==> src/rtl/led_pkg.sv <==
// Shared LED constants and types for the rotator top and the fader output stage.
package led_pkg;

  localparam int CHANNELS_DEF   = 4;
  localparam int BRIGHT_W_DEF   = 8;
  localparam int DECAY_DIV_DEF  = 64;
  localparam int DECAY_STEP_DEF = 16;

  typedef logic [BRIGHT_W_DEF-1:0] bright_t;

  localparam bright_t BRIGHT_MAX = '1;

endpackage

==> src/rtl/led_fader_if.sv <==
// Pattern-in / PWM-out bundle between the LED rotator (master) and the fader (slave).
interface led_fader_if
  import led_pkg::*;
#(
  parameter int CHANNELS = CHANNELS_DEF
);

  logic                enable;
  logic [CHANNELS-1:0] pattern_in;
  logic [CHANNELS-1:0] led_out;
  logic                pwm_wrap;

  modport master (
    output enable,
    output pattern_in,
    input  led_out,
    input  pwm_wrap
  );

  modport slave (
    input  enable,
    input  pattern_in,
    output led_out,
    output pwm_wrap
  );

endinterface

==> src/rtl/led_fader_channel.sv <==
// One fader channel: brightness with saturating decay, period-aligned duty shadow, PWM compare.
// Define LED_FADER_GAMMA_EN to map brightness through a squared (perceptual) curve.
module led_fader_channel #(
  parameter int BRIGHT_W   = 8,
  parameter int DECAY_STEP = 16
) (
  input  logic                clk,
  input  logic                rst_n,
  input  logic                enable,
  input  logic                set,
  input  logic [BRIGHT_W-1:0] pwm_cnt,
  input  logic                load,
  input  logic                decay,
  output logic                led
);

  localparam logic [BRIGHT_W-1:0] MAX  = '1;
  localparam logic [BRIGHT_W-1:0] STEP = BRIGHT_W'(DECAY_STEP);

  logic [BRIGHT_W-1:0] b_reg;
  logic [BRIGHT_W-1:0] b_next;
  logic [BRIGHT_W-1:0] d_reg;
  logic [BRIGHT_W-1:0] duty_f;
  logic                led_next;

`ifdef LED_FADER_GAMMA_EN
  function automatic logic [BRIGHT_W-1:0] gamma(input logic [BRIGHT_W-1:0] b);
    logic [2*BRIGHT_W-1:0] sq;
    sq = {{BRIGHT_W{1'b0}}, b} * {{BRIGHT_W{1'b0}}, b};
    return BRIGHT_W'(sq >> BRIGHT_W);
  endfunction

  // Full brightness must stay fully on, which the plain square would miss by one step.
  assign duty_f = (b_reg == MAX) ? MAX : gamma(b_reg);
`else
  assign duty_f = b_reg;
`endif

  always_comb begin
    b_next = b_reg;
    if (set) begin
      b_next = MAX;
    end else if (decay) begin
      b_next = (b_reg > STEP) ? (b_reg - STEP) : '0;
    end
  end

  assign led_next = (d_reg == MAX) | (pwm_cnt < d_reg);

  always_ff @(posedge clk or negedge rst_n) begin
    if (!rst_n) begin
      b_reg <= '0;
      d_reg <= '0;
      led   <= 1'b0;
    end else if (enable) begin
      b_reg <= b_next;
      if (load) begin
        d_reg <= duty_f;
      end
      led <= led_next;
    end else begin
      led <= 1'b0;
    end
  end

endmodule

==> src/rtl/led_fader.sv <==
// LED afterglow output stage: shared PWM counter and decay prescaler driving per-channel faders.
// Optional perceptual curve: define LED_FADER_GAMMA_EN.
module led_fader
  import led_pkg::*;
#(
  parameter int CHANNELS   = CHANNELS_DEF,
  parameter int BRIGHT_W   = BRIGHT_W_DEF,
  parameter int DECAY_DIV  = DECAY_DIV_DEF,
  parameter int DECAY_STEP = DECAY_STEP_DEF
) (
  input  logic       clk,
  input  logic       rst_n,
  led_fader_if.slave bus
);

  localparam int PRESC_W = (DECAY_DIV > 1) ? $clog2(DECAY_DIV) : 1;

  localparam logic [BRIGHT_W-1:0] CNT_MAX    = '1;
  localparam logic [BRIGHT_W-1:0] CNT_ONE    = BRIGHT_W'(1);
  localparam logic [PRESC_W-1:0]  PRESC_LAST = PRESC_W'(DECAY_DIV - 1);
  localparam logic [PRESC_W-1:0]  PRESC_ONE  = PRESC_W'(1);

  logic [BRIGHT_W-1:0] pwm_cnt_reg;
  logic [PRESC_W-1:0]  presc_reg;
  logic [CHANNELS-1:0] pat_q_reg;
  logic                pwm_wrap_reg;
  logic [CHANNELS-1:0] led_bits;

  logic period_end;
  logic decay_tick;

  // Last cycle of a PWM period: duty shadows reload here, and decay may fire.
  assign period_end = bus.enable & (pwm_cnt_reg == CNT_MAX);
  assign decay_tick = period_end & (presc_reg == PRESC_LAST);

  always_ff @(posedge clk or negedge rst_n) begin
    if (!rst_n) begin
      pwm_cnt_reg  <= '0;
      presc_reg    <= '0;
      pat_q_reg    <= '0;
      pwm_wrap_reg <= 1'b0;
    end else begin
      pwm_wrap_reg <= period_end;
      if (bus.enable) begin
        pwm_cnt_reg <= pwm_cnt_reg + CNT_ONE;
        pat_q_reg   <= bus.pattern_in;
        if (period_end) begin
          presc_reg <= (presc_reg == PRESC_LAST) ? '0 : (presc_reg + PRESC_ONE);
        end
      end
    end
  end

  for (genvar gi = 0; gi < CHANNELS; gi++) begin : g_ch
    led_fader_channel #(
      .BRIGHT_W   (BRIGHT_W),
      .DECAY_STEP (DECAY_STEP)
    ) u_ch (
      .clk     (clk),
      .rst_n   (rst_n),
      .enable  (bus.enable),
      .set     (pat_q_reg[gi]),
      .pwm_cnt (pwm_cnt_reg),
      .load    (period_end),
      .decay   (decay_tick),
      .led     (led_bits[gi])
    );
  end

  assign bus.led_out  = led_bits;
  assign bus.pwm_wrap = pwm_wrap_reg;

endmodule
==> src/flat_wrapper.sv <==
// flat-port wrapper written by rule: the top's interface ports become plain ports
module led_fader_flat import led_pkg::*;
#(
  parameter int CHANNELS   = CHANNELS_DEF,
  parameter int BRIGHT_W   = BRIGHT_W_DEF,
  parameter int DECAY_DIV  = DECAY_DIV_DEF,
  parameter int DECAY_STEP = DECAY_STEP_DEF
)
  (clk, rst_n, bus_enable, bus_pattern_in, bus_led_out, bus_pwm_wrap);
  led_fader_if #(.CHANNELS(CHANNELS)) bus_i ();
  input  logic clk;
  input  logic rst_n;
  input wire logic [$bits(bus_i.enable)-1:0] bus_enable;
  input wire logic [$bits(bus_i.pattern_in)-1:0] bus_pattern_in;
  output wire logic [$bits(bus_i.led_out)-1:0] bus_led_out;
  output wire logic [$bits(bus_i.pwm_wrap)-1:0] bus_pwm_wrap;
  assign bus_i.enable = bus_enable;
  assign bus_i.pattern_in = bus_pattern_in;
  assign bus_led_out = bus_i.led_out;
  assign bus_pwm_wrap = bus_i.pwm_wrap;
  led_fader #(.CHANNELS(CHANNELS), .BRIGHT_W(BRIGHT_W), .DECAY_DIV(DECAY_DIV), .DECAY_STEP(DECAY_STEP)) u_core (.clk(clk), .rst_n(rst_n), .bus(bus_i));
endmodule
==> config.mk <==
export PLATFORM = sky130hd
export DESIGN_NAME = led_fader_flat
export DESIGN_NICKNAME = d
export VERILOG_FILES = /design/src/rtl/led_pkg.sv /design/src/rtl/led_fader_if.sv /design/src/rtl/led_fader_channel.sv /design/src/rtl/led_fader.sv /design/src/flat_wrapper.sv
export SDC_FILE = /design/constraint.sdc
export NUM_CORES = 1
export LEC_CHECK = 0
export ABC_AREA = 1
export CAP_MARGIN = 20
export CORE_MARGIN = 5
export CORE_UTILIZATION = 60
export DETAILED_ROUTE_END_ITERATION = 16
export PLACE_DENSITY = 0.77
export SETUP_SLACK_MARGIN = 0.4
export SYNTH_ARGS = -nofsm -noshare
export SYNTH_HDL_FRONTEND = slang
export SYNTH_SLANG_ARGS = --single-unit
==> constraint.sdc <==
create_clock -name clk -period 1.9 [get_ports clk]
set_clock_uncertainty 0.1 [all_clocks]
set_input_delay 0.38 -clock clk [delete_from_list [all_inputs] [get_ports clk]]
set_output_delay 0.38 -clock clk [all_outputs]
set_load 0.01 [all_outputs]
==> impl_metrics.env, run 1 <==
export IMPL_outcome="finished, final reports clean"
export IMPL_synthesis_area_um2=3680
export IMPL_die_height_um=88.3
export IMPL_drtIter0Drc=346
export IMPL_seq_power_share=0.364
export IMPL_synth_fp_nets=510
export IMPL_ys_seq_area_frac=0.428
export IMPL_fin_crit_ps=1640
export IMPL_setup_violations_final=0
export IMPL_drt_pass1_iterations=5
export IMPL_peakVddDrop_v=0.000777
export IMPL_drive_gt1_frac=0.253
export IMPL_clkPwrFrac=0.242
export IMPL_worstPathArrival_ps=1770
export IMPL_via_per_inst=5.65
export IMPL_crit_path_max_fanout=7
export IMPL_p_sw_uw=1550
export IMPL_fp_coreArea_um2=5960
export IMPL_drc_errors=0
export IMPL_postSynthCellCount=465
export IMPL_die_w_um=88.3
export IMPL_yosysWarningCount=0
export IMPL_grt_max_degree=64
export IMPL_yosysTopAreaCell="dfrtp_1"
export IMPL_place_area_um2=3990
export IMPL_leakage_uw=0.00243
export IMPL_hold_viol=0
export IMPL_syn_to_final_growth_pct=33.3
export IMPL_totalWireLength_um=10600
export IMPL_n_fill_cell=330
export IMPL_cp_start_kind="flip-flop"
export IMPL_ios=12
export IMPL_routedWlPerCell_um=17.4
export IMPL_antenna_found_initial=0
export IMPL_cts_tree="built"
export IMPL_synth_area_leaders="dfrtp_1 43%, nand2_1 13%, ha_1 13%"
export IMPL_avgSynthCellArea_um2=7.92
export IMPL_start_util=0.618
export IMPL_synthDistinctLibCells=27
export IMPL_gp_routability_congestion=0.857
export IMPL_dp_hpwl_um=5070
export IMPL_min_delay_path_class="flip-flop to flip-flop"
export IMPL_grt_pass1_vias=3002
export IMPL_cts_buffers=9
export IMPL_required_ps=2030
export IMPL_final_common_cell="nand2_1"
export IMPL_p_int_uw=2760
export IMPL_ant_nets=0
export IMPL_synth_top_area_frac=0.428
export IMPL_diodes=0
export IMPL_rsz0062_at_grt="yes"
export IMPL_worstSetupPathType="flip-flop to flip-flop"
export IMPL_clock_sinks=63
export IMPL_synth_seq_cells=63
export IMPL_die_area_um2=7800
export IMPL_tightest_slew_ps=340
export IMPL_max_freq_mhz=610
export IMPL_cts_max_path_buffers=2
export IMPL_slew_headroom=0.773
export IMPL_root_buffer="clkbuf_8"
export IMPL_finalMaxSlewViolations=0
export IMPL_clock_latency_ps=350
export IMPL_cap_violations=0
export IMPL_fin_crit_sh=0.863
export IMPL_cellPowerDensity_nw_per_um2=879
export IMPL_rows=28
export IMPL_final_nets=576
export IMPL_tns_ps=0
export IMPL_final_area_um2=4910
export IMPL_grt_pass1_wl_um=13700
export IMPL_path_clk_slew_ps=80
export IMPL_portBuffers=11
export IMPL_switching_share=0.359
export IMPL_final_cell_mix="116 x nand2_1, 67 x inv_1, 62 x dfrtp_1, 33 x buf_4, 29 x ha_1"
export IMPL_via_count=3443
export IMPL_grt_overflow_total=0
export IMPL_grt_use_total=0.228
export IMPL_htree_levels=3
export IMPL_combPwrFrac=0.394
export IMPL_cp_end_kind="flip-flop"
==> per-layer routing <==
metal | track usage | routed length, µm | up-vias
li1 | - | - | 1600
met3 | 0.0466 | 801 | 34
met1 | 0.307 | 4150 | 1641
met2 | 0.365 | 5310 | 168
met4 | 0.0879 | 317 | 0
met5 | 0 | 0 | -
==> repair_timing <==
item | in CTS | in global routing
hold buffers | 1 | 0
gates resized for setup | 36 | 78
cloned | 1 | 7
setup buffers | 7 | 20
pin swaps | 10 | 26
endpoints found under the setup margin | 58 | 56
endpoints found under the hold margin | 63 | 0
==> stage by stage <==
step | worst slack [ps] | std cells | total power (µW) | util | hold WS (ps)
6_report | 261 | 609 | 4310 | 0.824 | 394
5_1_grt | 188 | 609 | 4570 | 0.824 | 426
4_1_cts | 310 | 582 | 3930 | 0.731 | 382
3_5_place_dp | -39.3 | 559 | 2860 | 0.670 | 317
3_3_place_gp | 1.45 | 559 | 2800 | 0.670 | 312
2_1_floorplan | 378 | 465 | 2460 | - | -15.6
==> cells by family (layout without fill, tap and decap cells) <==
| kind of cell | after synthesis | in the layout | synth area share |
|---|---|---|---|
| flip-flops | 63 | 63 | 0.428 |
| XOR/XNOR | 10 | 10 | 0.0238 |
| AND/OR/NAND/NOR | 203 | 205 | 0.234 |
| adder cells (fa/ha/maj) | 38 | 38 | 0.129 |
| AO/OA/AOI/OAI | 66 | 66 | 0.0911 |
| buffers and inverters | 85 | 152 | 0.0942 |
==> synthesized netlist by cell type <==
| cell | number |
|---|---|
| buf_4 | 4 |
| nand3_1 | 21 |
| nor2_2 | 4 |
| nand2_1 | 131 |
| xor2_1 | 7 |
| inv_1 | 74 |
| nor2_4 | 1 |
| a21oi_1 | 25 |
| buf_2 | 4 |
| xnor2_1 | 3 |
| nand3b_1 | 1 |
| nand3_4 | 1 |
| buf_6 | 1 |
| nor3_2 | 1 |
| o21ai_0 | 28 |
| nor2_1 | 30 |
| inv_2 | 1 |
| clkbuf_1 | 1 |
| dfrtp_1 | 63 |
| o21a_1 | 1 |
| nor3_1 | 9 |
| nand3_2 | 1 |
| a21boi_1 | 1 |
| nand4_1 | 2 |
| o21ai_1 | 11 |
| nand2_4 | 1 |
| ha_1 | 38 |
==> worst paths after layout <==
path | slack (ps) | cells past startpoint | start | end
max | 260 | 7 | u_core.pwm_cnt_reg[0]$_DFFE_PN0P_ | u_core.g_ch[3].u_ch.b_reg[7]$_DFFE_PN0P_
min in group asynchronous | 470 | 3 | rst_n | u_core.g_ch[3].u_ch.d_reg[5]$_DFFE_PN0P_
min reg2reg | 390 | 2 | u_core.g_ch[1].u_ch.d_reg[6]$_DFFE_PN0P_ | u_core.g_ch[1].u_ch.d_reg[6]$_DFFE_PN0P_
max in group asynchronous | 950 | 3 | rst_n | u_core.pwm_cnt_reg[3]$_DFFE_PN0P_
min | 390 | 2 | u_core.g_ch[1].u_ch.d_reg[6]$_DFFE_PN0P_ | u_core.g_ch[1].u_ch.d_reg[6]$_DFFE_PN0P_
max reg2reg | 260 | 7 | u_core.pwm_cnt_reg[0]$_DFFE_PN0P_ | u_core.g_ch[3].u_ch.b_reg[7]$_DFFE_PN0P_
==> final cells by class <==
cell class,instances,area [µm²],area share
inverters,75,290,0.0592
well taps,75,93.8,0.0191
multi-input cells,319,2140,0.435
clock buffers,13,159,0.0324
clock inverters,1,5.00,0.00102
flip-flops and latches,63,1580,0.322
repair inverters,1,5.00,0.00102
repair buffers,62,641,0.131
==> worst max-delay path, cell delays in order (launching register included) <==
cell	delay [ps]
dfrtp_1	370
ha_2	240
nand3_4	90
nor2_4	160
buf_6	130
nand3_4	150
a21oi_2	210
o21ai_1	70
==> power by group through the flow <==
| stage | Combinational [µW] | Sequential [µW] | Clock [µW] |
|---|---|---|---|
| 2_1_floorplan | 848 | 1610 | 0 |
| 3_3_place_gp | 1230 | 1580 | 0 |
| 3_5_place_dp | 1280 | 1580 | 0 |
| 4_1_cts | 1340 | 1560 | 1020 |
| 5_1_grt | 1890 | 1580 | 1100 |
| 6_report | 1700 | 1570 | 1040 |
Power figures use the tool's default switching activity.
==> run 2: changes to the inputs <==
GPL_TIMING_DRIVEN = 0   (was default)
==> impl_metrics.env, run 2 (synthesized netlist as in run 1, its figures left out) <==
export IMPL_grt_pass1_vias=2933
export IMPL_slowest_delay_ps=410
export IMPL_max_freq_mhz=601
export IMPL_cp_num_buf_inv=1
export IMPL_slew_headroom=0.637
export IMPL_clock_latency_ps=340
export IMPL_pre_cts_ws_ps=-345
export IMPL_cts_buffers=9
export IMPL_min_delay_path_class="flip-flop to flip-flop"
export IMPL_peakVddDrop_v=0.000735
export IMPL_drt_pass1_iterations=5
export IMPL_totalWireLength_um=10800
export IMPL_path_clk_slew_ps=70
export IMPL_root_buffer="clkbuf_8"
export IMPL_start_util=0.618
export IMPL_grt_overflow_total=0
export IMPL_diodes=0
export IMPL_drive_gt1_frac=0.308
export IMPL_cts_max_path_buffers=2
export IMPL_via_per_inst=5.75
export IMPL_via_count=3488
export IMPL_rows=28
export IMPL_portBuffers=11
export IMPL_cp_start_kind="flip-flop"
export IMPL_grt_use_total=0.219
export IMPL_cp_end_kind="flip-flop"
export IMPL_tns_ps=0
export IMPL_cap_violations=0
export IMPL_fin_crit_ps=1660
export IMPL_power_uw=4710
export IMPL_finalMaxSlewViolations=0
export IMPL_syn_to_final_growth_pct=35.8
export IMPL_worstSetupPathType="flip-flop to flip-flop"
export IMPL_final_nets=572
export IMPL_ios=12
export IMPL_dp_hpwl_um=5170
export IMPL_ant_nets=0
export IMPL_clock_sinks=63
export IMPL_fin_ws_ps=237
export IMPL_drc_errors=0
export IMPL_leakage_uw=0.00244
export IMPL_outcome="finished, final reports clean"
export IMPL_fin_crit_sh=0.875
export IMPL_cp_top_family="simple AND/OR/NAND/NOR gates"
export IMPL_grt_pass1_wl_um=13100
export IMPL_gp_routability_congestion=0.874
export IMPL_cts_tree="built"
export IMPL_hold_viol=0
export IMPL_final_cell_mix="98 x nand2_1, 65 x inv_1, 55 x dfrtp_1, 28 x buf_4"
export IMPL_final_common_cell="nand2_1"
export IMPL_fin_cells=607
export IMPL_worstPathArrival_ps=1780
export IMPL_die_w_um=88.3
export IMPL_path_cells="ha_4 > nand3_4 > nor2_4 > nand3_4 > buf_8 > o21ai_1 > nand2_1"
export IMPL_drtIter0Drc=293
export IMPL_crit_top_cell="nand3_4"
export IMPL_rsz0062_at_grt="yes"
export IMPL_cellPowerDensity_nw_per_um2=943
export IMPL_slowest_stage="dfrtp_2"
export IMPL_fin_hold_ws_ps=387
export IMPL_die_height_um=88.3
export IMPL_die_area_um2=7800
export IMPL_setup_violations_final=0
export IMPL_routedWlPerCell_um=17.9
export IMPL_grt_max_degree=42
export IMPL_numPlacedInstances=552
export IMPL_antenna_found_initial=0
export IMPL_tightest_slew_ps=544
export IMPL_htree_levels=3
export IMPL_crit_path_max_fanout=10
export IMPL_required_ps=2020
export IMPL_fp_coreArea_um2=5960
[run 2: final cells by class]
class / instances / area [µm²]
buffer: 10 / 110
clock buffer: 13 / 159
clock inverter: 3 / 65.1
fill: 311 / 958
inverter: 75 / 300
multi-input combinational: 318 / 2190
sequential: 63 / 1590
tap: 75 / 93.8
timing repair buffer: 49 / 489
timing repair inverter: 1 / 6.26
[run 2: final timing paths]
path / cells after the start / endpoint / from / slack [ps]
hold / removal: 2 / u_core.g_ch[2].u_ch.b_reg[2]$_DFFE_PN0P_ / u_core.g_ch[2].u_ch.b_reg[2]$_DFFE_PN0P_ / 390
hold reg to reg: 2 / u_core.g_ch[2].u_ch.b_reg[2]$_DFFE_PN0P_ / u_core.g_ch[2].u_ch.b_reg[2]$_DFFE_PN0P_ / 390
min in group asynchronous: 2 / u_core.g_ch[3].u_ch.b_reg[4]$_DFFE_PN0P_ / rst_n / 460
setup / recovery: 7 / u_core.g_ch[0].u_ch.b_reg[2]$_DFFE_PN0P_ / u_core.pwm_cnt_reg[1]$_DFFE_PN0P_ / 240
setup reg to reg: 7 / u_core.g_ch[0].u_ch.b_reg[2]$_DFFE_PN0P_ / u_core.pwm_cnt_reg[1]$_DFFE_PN0P_ / 240
max in group asynchronous: 3 / u_core.pwm_cnt_reg[4]$_DFFE_PN0P_ / rst_n / 620
[run 2: stage by stage]
step / area, µm² / utilization
global placement: 3880 / 0.652
finish: 5000 / 0.839
floorplan: 3680 / -
global route: 5000 / 0.839
CTS: 4280 / 0.719
detailed placement: 3900 / 0.655
[run 2: worst register-to-register path, stage by stage (launching register included)]
cell and delay (ps):
dfrtp_2 410, ha_4 170, nand3_4 80, nor2_4 170, nand3_4 150, buf_8 190
o21ai_1 200, nand2_1 90
[run 2: where the power goes]
part / internal (µW) / switching, µW / total [µW] / leakage (µW)
logic: 819 / 894 / 1710 / 0.00158
clock network: 810 / 515 / 1330 / 0.000114
registers: 1480 / 196 / 1670 / 0.000744
[run 2: timing repair]
item | in CTS | in global routing
pin swaps | 5 | 26
resized for setup | 52 | 125
hold endpoints to repair | 22 | 0
hold buffers | 1 | 0
setup endpoints to repair | 65 | 53
setup buffers | 10 | 23
gates cloned | 0 | 5
[run 2: per-layer routing]
| metal | part of all wire | GRT usage | vias to the layer above |
|---|---|---|---|
| li1 | - | - | 1597 |
| met1 | 0.39 | 0.297 | 1693 |
| met2 | 0.50 | 0.350 | 159 |
| met3 | 0.068 | 0.0335 | 39 |
| met4 | 0.035 | 0.0948 | 0 |
| met5 | 0 | 0 | - |
